==> src/rtl/ctl_bus_arbiter_mux.sv <==
// ctl_bus_arbiter_mux: arbitrates NUM_MASTERS masters for one registered control bus.
// The winner's control lines are registered onto ctl_out; IDLE_VALUE is driven while
// the bus is unowned, forced idle or in the DEAD_CYCLES turnaround between owners.
//
// Optional feature macro: CTLMUX_TIMEOUT_EN
//   defined   - ownership is limited to MAX_HOLD cycles; a forced release pulses
//               timeout and blocks that master until it drops req for a cycle.
//   undefined - no hold counter, timeout tied low, MAX_HOLD unused.
//
// Ports:
//   clock, reset_n  rising-edge clock, asynchronous active-low reset
//   req             per-master bus request
//   ctl_in          master i control lines at [i*CTL_WIDTH +: CTL_WIDTH]
//   force_idle      hold the bus at IDLE_VALUE and suppress new grants
//   gnt             one-hot grant (or zero)
//   ctl_out         registered control bus
//   owner_idx       current/last owner (also the round-robin pointer)
//   bus_busy        high while a master owns the bus
//   timeout         one-cycle pulse on a forced release
module ctl_bus_arbiter_mux #(
  parameter int unsigned           NUM_MASTERS = 4,
  parameter int unsigned           CTL_WIDTH   = 5,
  parameter logic [CTL_WIDTH-1:0]  IDLE_VALUE  = '0,
  parameter int unsigned           DEAD_CYCLES = 1,
  parameter int unsigned           ROUND_ROBIN = 1,
  parameter int unsigned           MAX_HOLD    = 256
) (
  input  logic                             clock,
  input  logic                             reset_n,
  input  logic [NUM_MASTERS-1:0]           req,
  input  logic [NUM_MASTERS*CTL_WIDTH-1:0] ctl_in,
  input  logic                             force_idle,
  output logic [NUM_MASTERS-1:0]           gnt,
  output logic [CTL_WIDTH-1:0]             ctl_out,
  output logic [$clog2(NUM_MASTERS)-1:0]   owner_idx,
  output logic                             bus_busy,
  output logic                             timeout
);

  localparam int unsigned IDX_W = $clog2(NUM_MASTERS);
  localparam int unsigned CNT_W = 4;

  typedef enum logic [1:0] {
    ST_IDLE  = 2'd0,
    ST_OWNED = 2'd1,
    ST_TURN  = 2'd2
  } state_t;

  state_t                 state_q, state_d;
  logic [CNT_W-1:0]       turn_cnt_q, turn_cnt_d;
  logic [NUM_MASTERS-1:0] gnt_d;
  logic [CTL_WIDTH-1:0]   ctl_d;
  logic [IDX_W-1:0]       owner_d;
  logic                   busy_d;
  logic [NUM_MASTERS-1:0] eligible;
  logic                   win_found;
  logic [IDX_W-1:0]       win_idx;
  logic                   hold_expired;
  logic [CTL_WIDTH-1:0]   ctl_arr [NUM_MASTERS];

`ifdef CTLMUX_TIMEOUT_EN
  localparam int unsigned HOLD_W = $clog2(MAX_HOLD + 1);
  logic [HOLD_W-1:0]      hold_q, hold_d;
  logic [NUM_MASTERS-1:0] blocked_q, blocked_d;
  logic                   timeout_d;
`endif

  // Unpacked view of the flattened master control lines
  always_comb begin
    for (int i = 0; i < NUM_MASTERS; i++) begin
      ctl_arr[i] = ctl_in[i*CTL_WIDTH +: CTL_WIDTH];
    end
  end

`ifdef CTLMUX_TIMEOUT_EN
  assign eligible     = req & ~blocked_q;
  assign hold_expired = (hold_q == HOLD_W'(MAX_HOLD));
`else
  assign eligible     = req;
  assign hold_expired = 1'b0;
`endif

  // Winner search: round-robin starts after the last owner, fixed starts at 0
  always_comb begin
    int unsigned cand;
    win_found = 1'b0;
    win_idx   = '0;
    cand      = 0;
    for (int k = 0; k < NUM_MASTERS; k++) begin
      if (ROUND_ROBIN != 0) begin
        cand = 32'(owner_idx) + 32'd1 + 32'(k);
        if (cand >= NUM_MASTERS) cand = cand - NUM_MASTERS;
      end else begin
        cand = 32'(k);
      end
      if (!win_found && eligible[IDX_W'(cand)]) begin
        win_found = 1'b1;
        win_idx   = IDX_W'(cand);
      end
    end
  end

  // Next-state and next-output logic
  always_comb begin
    state_d    = state_q;
    turn_cnt_d = turn_cnt_q;
    gnt_d      = gnt;
    ctl_d      = ctl_out;
    owner_d    = owner_idx;
    busy_d     = bus_busy;
`ifdef CTLMUX_TIMEOUT_EN
    hold_d     = hold_q;
    blocked_d  = blocked_q & req;  // a blocked master is freed by dropping req
    timeout_d  = 1'b0;
`endif
    case (state_q)
      ST_IDLE: begin
        gnt_d  = '0;
        busy_d = 1'b0;
        ctl_d  = IDLE_VALUE;
        if (win_found && !force_idle) begin
          state_d = ST_OWNED;
          gnt_d   = NUM_MASTERS'(1) << win_idx;
          owner_d = win_idx;
          busy_d  = 1'b1;
          ctl_d   = ctl_arr[win_idx];
`ifdef CTLMUX_TIMEOUT_EN
          hold_d  = HOLD_W'(1);
`endif
        end
      end
      ST_OWNED: begin
        // Release (req drop or hold limit) wins over force_idle
        if (!req[owner_idx] || hold_expired) begin
          gnt_d      = '0;
          busy_d     = 1'b0;
          ctl_d      = IDLE_VALUE;
          turn_cnt_d = CNT_W'(DEAD_CYCLES);
          state_d    = (DEAD_CYCLES == 0) ? ST_IDLE : ST_TURN;
`ifdef CTLMUX_TIMEOUT_EN
          if (req[owner_idx]) begin
            timeout_d            = 1'b1;
            blocked_d[owner_idx] = 1'b1;
          end
`endif
        end else begin
          ctl_d = force_idle ? IDLE_VALUE : ctl_arr[owner_idx];
`ifdef CTLMUX_TIMEOUT_EN
          hold_d = hold_q + HOLD_W'(1);
`endif
        end
      end
      ST_TURN: begin
        gnt_d      = '0;
        busy_d     = 1'b0;
        ctl_d      = IDLE_VALUE;
        turn_cnt_d = turn_cnt_q - CNT_W'(1);
        if (turn_cnt_q <= CNT_W'(1)) state_d = ST_IDLE;
      end
      default: begin
        state_d = ST_IDLE;
        gnt_d   = '0;
        busy_d  = 1'b0;
        ctl_d   = IDLE_VALUE;
      end
    endcase
  end

  // State and output registers
  always_ff @(posedge clock or negedge reset_n) begin
    if (!reset_n) begin
      state_q    <= ST_IDLE;
      turn_cnt_q <= '0;
      gnt        <= '0;
      ctl_out    <= IDLE_VALUE;
      owner_idx  <= '0;
      bus_busy   <= 1'b0;
    end else begin
      state_q    <= state_d;
      turn_cnt_q <= turn_cnt_d;
      gnt        <= gnt_d;
      ctl_out    <= ctl_d;
      owner_idx  <= owner_d;
      bus_busy   <= busy_d;
    end
  end

`ifdef CTLMUX_TIMEOUT_EN
  // Hold counter, timeout pulse and post-timeout block mask
  always_ff @(posedge clock or negedge reset_n) begin
    if (!reset_n) begin
      hold_q    <= '0;
      blocked_q <= '0;
      timeout   <= 1'b0;
    end else begin
      hold_q    <= hold_d;
      blocked_q <= blocked_d;
      timeout   <= timeout_d;
    end
  end
`else
  assign timeout = 1'b0;
`endif

endmodule

==> config.mk <==
export PLATFORM = sky130hd
export DESIGN_NAME = ctl_bus_arbiter_mux
export DESIGN_NICKNAME = d
export VERILOG_FILES = /design/src/rtl/ctl_bus_arbiter_mux.sv
export SDC_FILE = /design/constraint.sdc
export NUM_CORES = 1
export LEC_CHECK = 0
export CAP_MARGIN = 20
export CELL_PAD_IN_SITES_DETAIL_PLACEMENT = 1
export CELL_PAD_IN_SITES_GLOBAL_PLACEMENT = 2
export CORE_UTILIZATION = 25
export DETAILED_ROUTE_END_ITERATION = 8
export PLACE_DENSITY = 0.79
export SLEW_MARGIN = 20
export SYNTH_ARGS = -nofsm -noshare
export SYNTH_HDL_FRONTEND = slang
export SYNTH_SLANG_ARGS = --single-unit
==> constraint.sdc <==
create_clock -name clock -period 1.7 [get_ports clock]
set_clock_uncertainty 0.1 [all_clocks]
set_input_delay 0.34 -clock clock [delete_from_list [all_inputs] [get_ports clock]]
set_output_delay 0.34 -clock clock [all_outputs]
set_load 0.1 [all_outputs]
[Word level (Yosys, flattened, before mapping)]
Index checks and enable logic that the tools add are counted.
Word-level totals
  register bits after elaboration: 18
  bits in latches: 0
  RAM bits: 0
  ROM bits: 0
  input bits: 27
  output and inout port bits: 13
  word-level logic and storage cells: 92
  memories kept: 0
Operators by class
  $add $sub $neg: 9
  multipliers: 0
  divide/modulo/power cells: 0
  magnitude comparators: 12
  equality and inequality tests: 5
  shift operators: 1
  muxes and demuxes: 44
  bitwise operators: 2
  reductions and logical operators: 13
Operator list (count)
  5-bit two-way mux: 7
  2-bit two-way mux: 11
  5-bit binary-select mux with 2-bit select: 2
  4-bit one-hot mux with 2 select lines: 2
  2-bit by 3-bit less-than comparator with 1-bit output (second input constant): 5
  4-bit by 3-bit greater-or-equal comparator with 1-bit output (second input constant): 3
  4-bit two-way mux: 3
  1-bit two-way mux: 11
  1-bit binary-select mux with 2-bit select: 5
  5-bit one-hot mux with 2 select lines: 1
  3-bit greater-or-equal comparator (second input constant): 3
  3-bit by 2-bit adder with 4-bit output (second input constant): 2
  2-bit by 1-bit subtractor with 2-bit output (second input constant): 4
  2-bit inequality test (second input constant): 3
  2-bit inverter with 3-bit output: 2
  2-bit one-hot mux with 3 select lines: 1
  3-bit by 1-bit adder with 4-bit output (second input constant): 1
  4-bit by 1-bit <= comparator with 1-bit output (second input constant): 1
  1-bit logical AND: 4
  1-bit zero test: 4
  2-bit AND reduction: 2
  1-bit by 2-bit << shifter with 4-bit output (first input constant): 1
  4-bit by 1-bit subtractor with 4-bit output (second input constant): 1
  2-bit by 1-bit adder with 3-bit output (second input constant): 1
  6 further kinds: 6

[Logic depth before layout (Yosys ltp)]
  word-level depth: 21
  gate-level depth with buffers: 7
  depth with buffers taken out: 5

[Worst setup path after synthesis]
Ideal clock, no wire load.
  kind: reg-to-reg
  start point: register owner_idx[0]
  end point: register ctl_out[0]
  setup time: 138 ps
  arrival: 2146 ps
  required time: 1462 ps
  setup slack: -684 ps
  stages on the path, launching flop included: 7
  period minus slack after synthesis: 2384 ps
  path through: dfrtp_1 buf_6 mux4_2 nor3b_4 and2b_4 nand2_1 o221ai_1
On the way
  cells in the longest elaborated chain, start to end: 21
RTL lines
  start: declaration: RTL line 35  | output logic [$clog2(NUM_MASTERS)-1:0] owner_idx,
  start signal: assignment: RTL line 183  | owner_idx <= owner_d;
  parallel branches: the longest is 20 deep, another holds 3-bit by 1-bit adder with 4-bit output
  5-bit one-hot mux with 2 select lines (*): RTL line 116  | case (state_q)
  net ctl_d[0]: RTL line 52  | logic [CTL_WIDTH-1:0] ctl_d;
  end signal: assignment: RTL line 182  | ctl_out <= ctl_d;
  end: declaration: RTL line 34  | output logic [CTL_WIDTH-1:0] ctl_out,
Mark *: on every way through the listed nets, which the timed path passes. The select of a mux whose other input is x is not followed.
A chain may end at the register's enable or synchronous reset.

[Worst setup path in the final report]
  start point: register owner_idx[1]
  end point: register ctl_out[3]
The elaborated chain is that of the path after synthesis.

==> metrics <==
Horiz. Die Dim 71.2 um; P&R area growth vs syn 71.1%; DR pass1 iterations 6; Reg clk slew, reported paths 0.08 ns; Buf/Inv on CP 2; final hold violation count 0; Max FO, Critical Path 6; layout cell share with drive strength beyond 1 42.6%; Arr. time, crit path 1.79 ns; Yosys Warn Count 0; Post-Syn Instances 111; Die Span Y 71.2 um; Max VDD drop 1460 uV; commonest cells after routing, fill and taps aside clkdlybuf4s50_1 (22), dfrtp_1 (16), buf_12 (14); antenna violations before repair 0; worst setup margin -0.0522 ns; Iter 0 DRT Violations 39; failing checks design-rule violations, negative setup slack; Max Slew Vio Count 0; GRT Util Overall 14.5%; Final Cell Area 2050 sq um; crit path max-delay cell type dfrtp_2; post-route ant nets 0; HPWL after DPL 2.71 mm; # DRC 2; total of max-cap violations 0; CTS Buffer Depth 2; Power Dens Cells 1870 nW/um^2; routed vias 1108; WL per Instance 18.1 um; Worst-Skew Late Latency 0.26 ns; Min-Delay Path Class primary input to async pin; worst-path cell chain mux2i_1 > o221a_2 > buf_12 > buf_16 > mux2i_2 > o221ai_2; critical path type register to register; CTS Sinks 18; CTS H-tree lvls 1; Max Clock Freq 0.571 GHz; Top-Level Pins 40; Inserted Clock Buffers 3; CTS Hold Bufs 0; Startpoint Class register; detailed-route vias per instance 5.18; Setup TNS Final -0.183 ns; post-synthesis sequential area ratio 37.6%; largest net degree at the start of global routing 19; starting density of the core 26.8%; first-pass GRT wire length 5.56 mm; Tmin final 1.75 ns; Setup crit end kind register; synthesis-stage register bit count 18; Worst path max stage delay 0.45 ns; Core Util, Final 45.8%; status finished with violations; CTS tree done; Leakage Power 0.854 nW; Final Power 3.83 mW; fillers 467; vias in the first global route 1181; commonest non-fill, non-tap cell in the layout clkdlybuf4s50_1; Final #Nets 192; Mapped Nets 140; RSZ-0062 raised after global routing yes; core area 4470 sq um; Root Driver clkbuf_8; Antenna diodes 0; Setup-failing EPs final 6; Distinct cells, synth 36; Row Count 24; period utilization 103%; Synth Area per Inst 10.8 sq um; CP delay by family, top compound AO/OA/AOI/OAI gates; Detailed Route WL 3.88 mm; synthesized cell area 1200 sq um; Port-buffer cells 38; Final Wtd Congestion 0.805; global route overflow 0; Critical Path RT 1.74 ns; Die Area 5070 sq um; Area after DPL 1810 sq um
-- flip-flops by register name, indices dropped and copies added, names as in the netlist --
name,flops
bus_busy,1
ctl_out,5
gnt,4
owner_idx,2
state_q,2
turn_cnt_q,4
-- per-layer routing --
layer | track usage [%] | wire (um)
met5 | 0 | 0
met4 | 5.11 | 42
met3 | 2.99 | 170
met2 | 26.8 | 2100
met1 | 16.4 | 1560
-- stage by stage --
stage | cells | hold slack [ns] | worst slack [ns]
6_report | 214 | 0.320 | -0.0522
2_1_floorplan | 111 | -0.0556 | -0.315
4_1_cts | 213 | 0.320 | -0.0422
5_1_grt | 214 | 0.335 | -0.120
3_3_place_gp | 205 | 0.422 | -0.421
3_5_place_dp | 205 | 0.427 | -0.506
-- area by class of cell --
| class | instances | area [sq um] | share of cell area (%) |
|---|---|---|---|
| multi-input combinational | 80 | 785 | 38.3 |
| timing repair buffer | 55 | 669 | 32.7 |
| sequential | 18 | 455 | 22.2 |
| tap | 52 | 65.1 | 3.18 |
| clock buffer | 4 | 55.1 | 2.69 |
| inverter | 5 | 18.8 | 0.916 |
-- final timing paths --
path                                          start                        end  slack (ns)  cells after the start
setup reg to reg           owner_idx[1]$_DFFE_PN0P_       ctl_out[3]$_DFF_PN0_       -0.05                      6
hold reg to reg                bus_busy$_DFFE_PN0P_       bus_busy$_DFFE_PN0P_        0.44                      2
min in group clock             bus_busy$_DFFE_PN0P_       bus_busy$_DFFE_PN0P_        0.44                      2
hold / removal                              reset_n  turn_cnt_q[3]$_DFFE_PN0P_        0.32                      2
max in group asynchronous                   reset_n   owner_idx[0]$_DFFE_PN0P_        0.95                      2
setup / recovery           owner_idx[1]$_DFFE_PN0P_       ctl_out[3]$_DFF_PN0_       -0.05                      6
-- Yosys cell counts, drive strengths merged --
cell / instances / area, sq um
nor2: 4 / 15.0
and2b: 1 / 10.0
a211o: 1 / 8.76
a21oi: 7 / 38.8
nor3: 2 / 10.0
buf: 8 / 67.6
o311ai: 1 / 8.76
nand2b: 3 / 18.8
a311oi: 1 / 8.76
nand2: 16 / 60.1
or2: 2 / 15.0
dfrtp: 18 / 450
o221ai: 5 / 43.8
inv: 5 / 18.8
and3: 1 / 6.26
a221oi: 1 / 8.76
o41ai: 1 / 16.3
mux4: 6 / 154
a211oi: 1 / 7.51
nor3b: 1 / 18.8
o221a: 1 / 11.3
ha: 2 / 25.0
nor2b: 2 / 15.0
conb: 1 / 3.75
nor4: 1 / 6.26
o21ai: 8 / 40.0
mux2i: 11 / 110
-- where the power goes --
part	total, mW	leakage [nW]	switching [mW]	internal [mW]
clock	0.370	0.0288	0.163	0.206
combinational	2.70	0.592	1.51	1.19
sequential	0.758	0.233	0.170	0.589
total	3.83	0.854	1.85	1.98
-- timing repair --
item                       4_1_cts  5_1_grt
cloned                           1        0
setup endpoints to repair       18       13
setup buffers                    3        1
pin swaps                        1        6
gates resized for setup          9       28
-- cells by family after synthesis --
family / synth area share [%]
AND/OR/NAND/NOR: 14.6
multiplexers: 22.0
AO/OA/AOI/OAI: 16.1
adder cells (fa/ha/maj): 2.09
other: 0.313
buffers and inverters: 7.21
flip-flops: 37.6
Note: power is estimated with default switching activity, not from simulation.
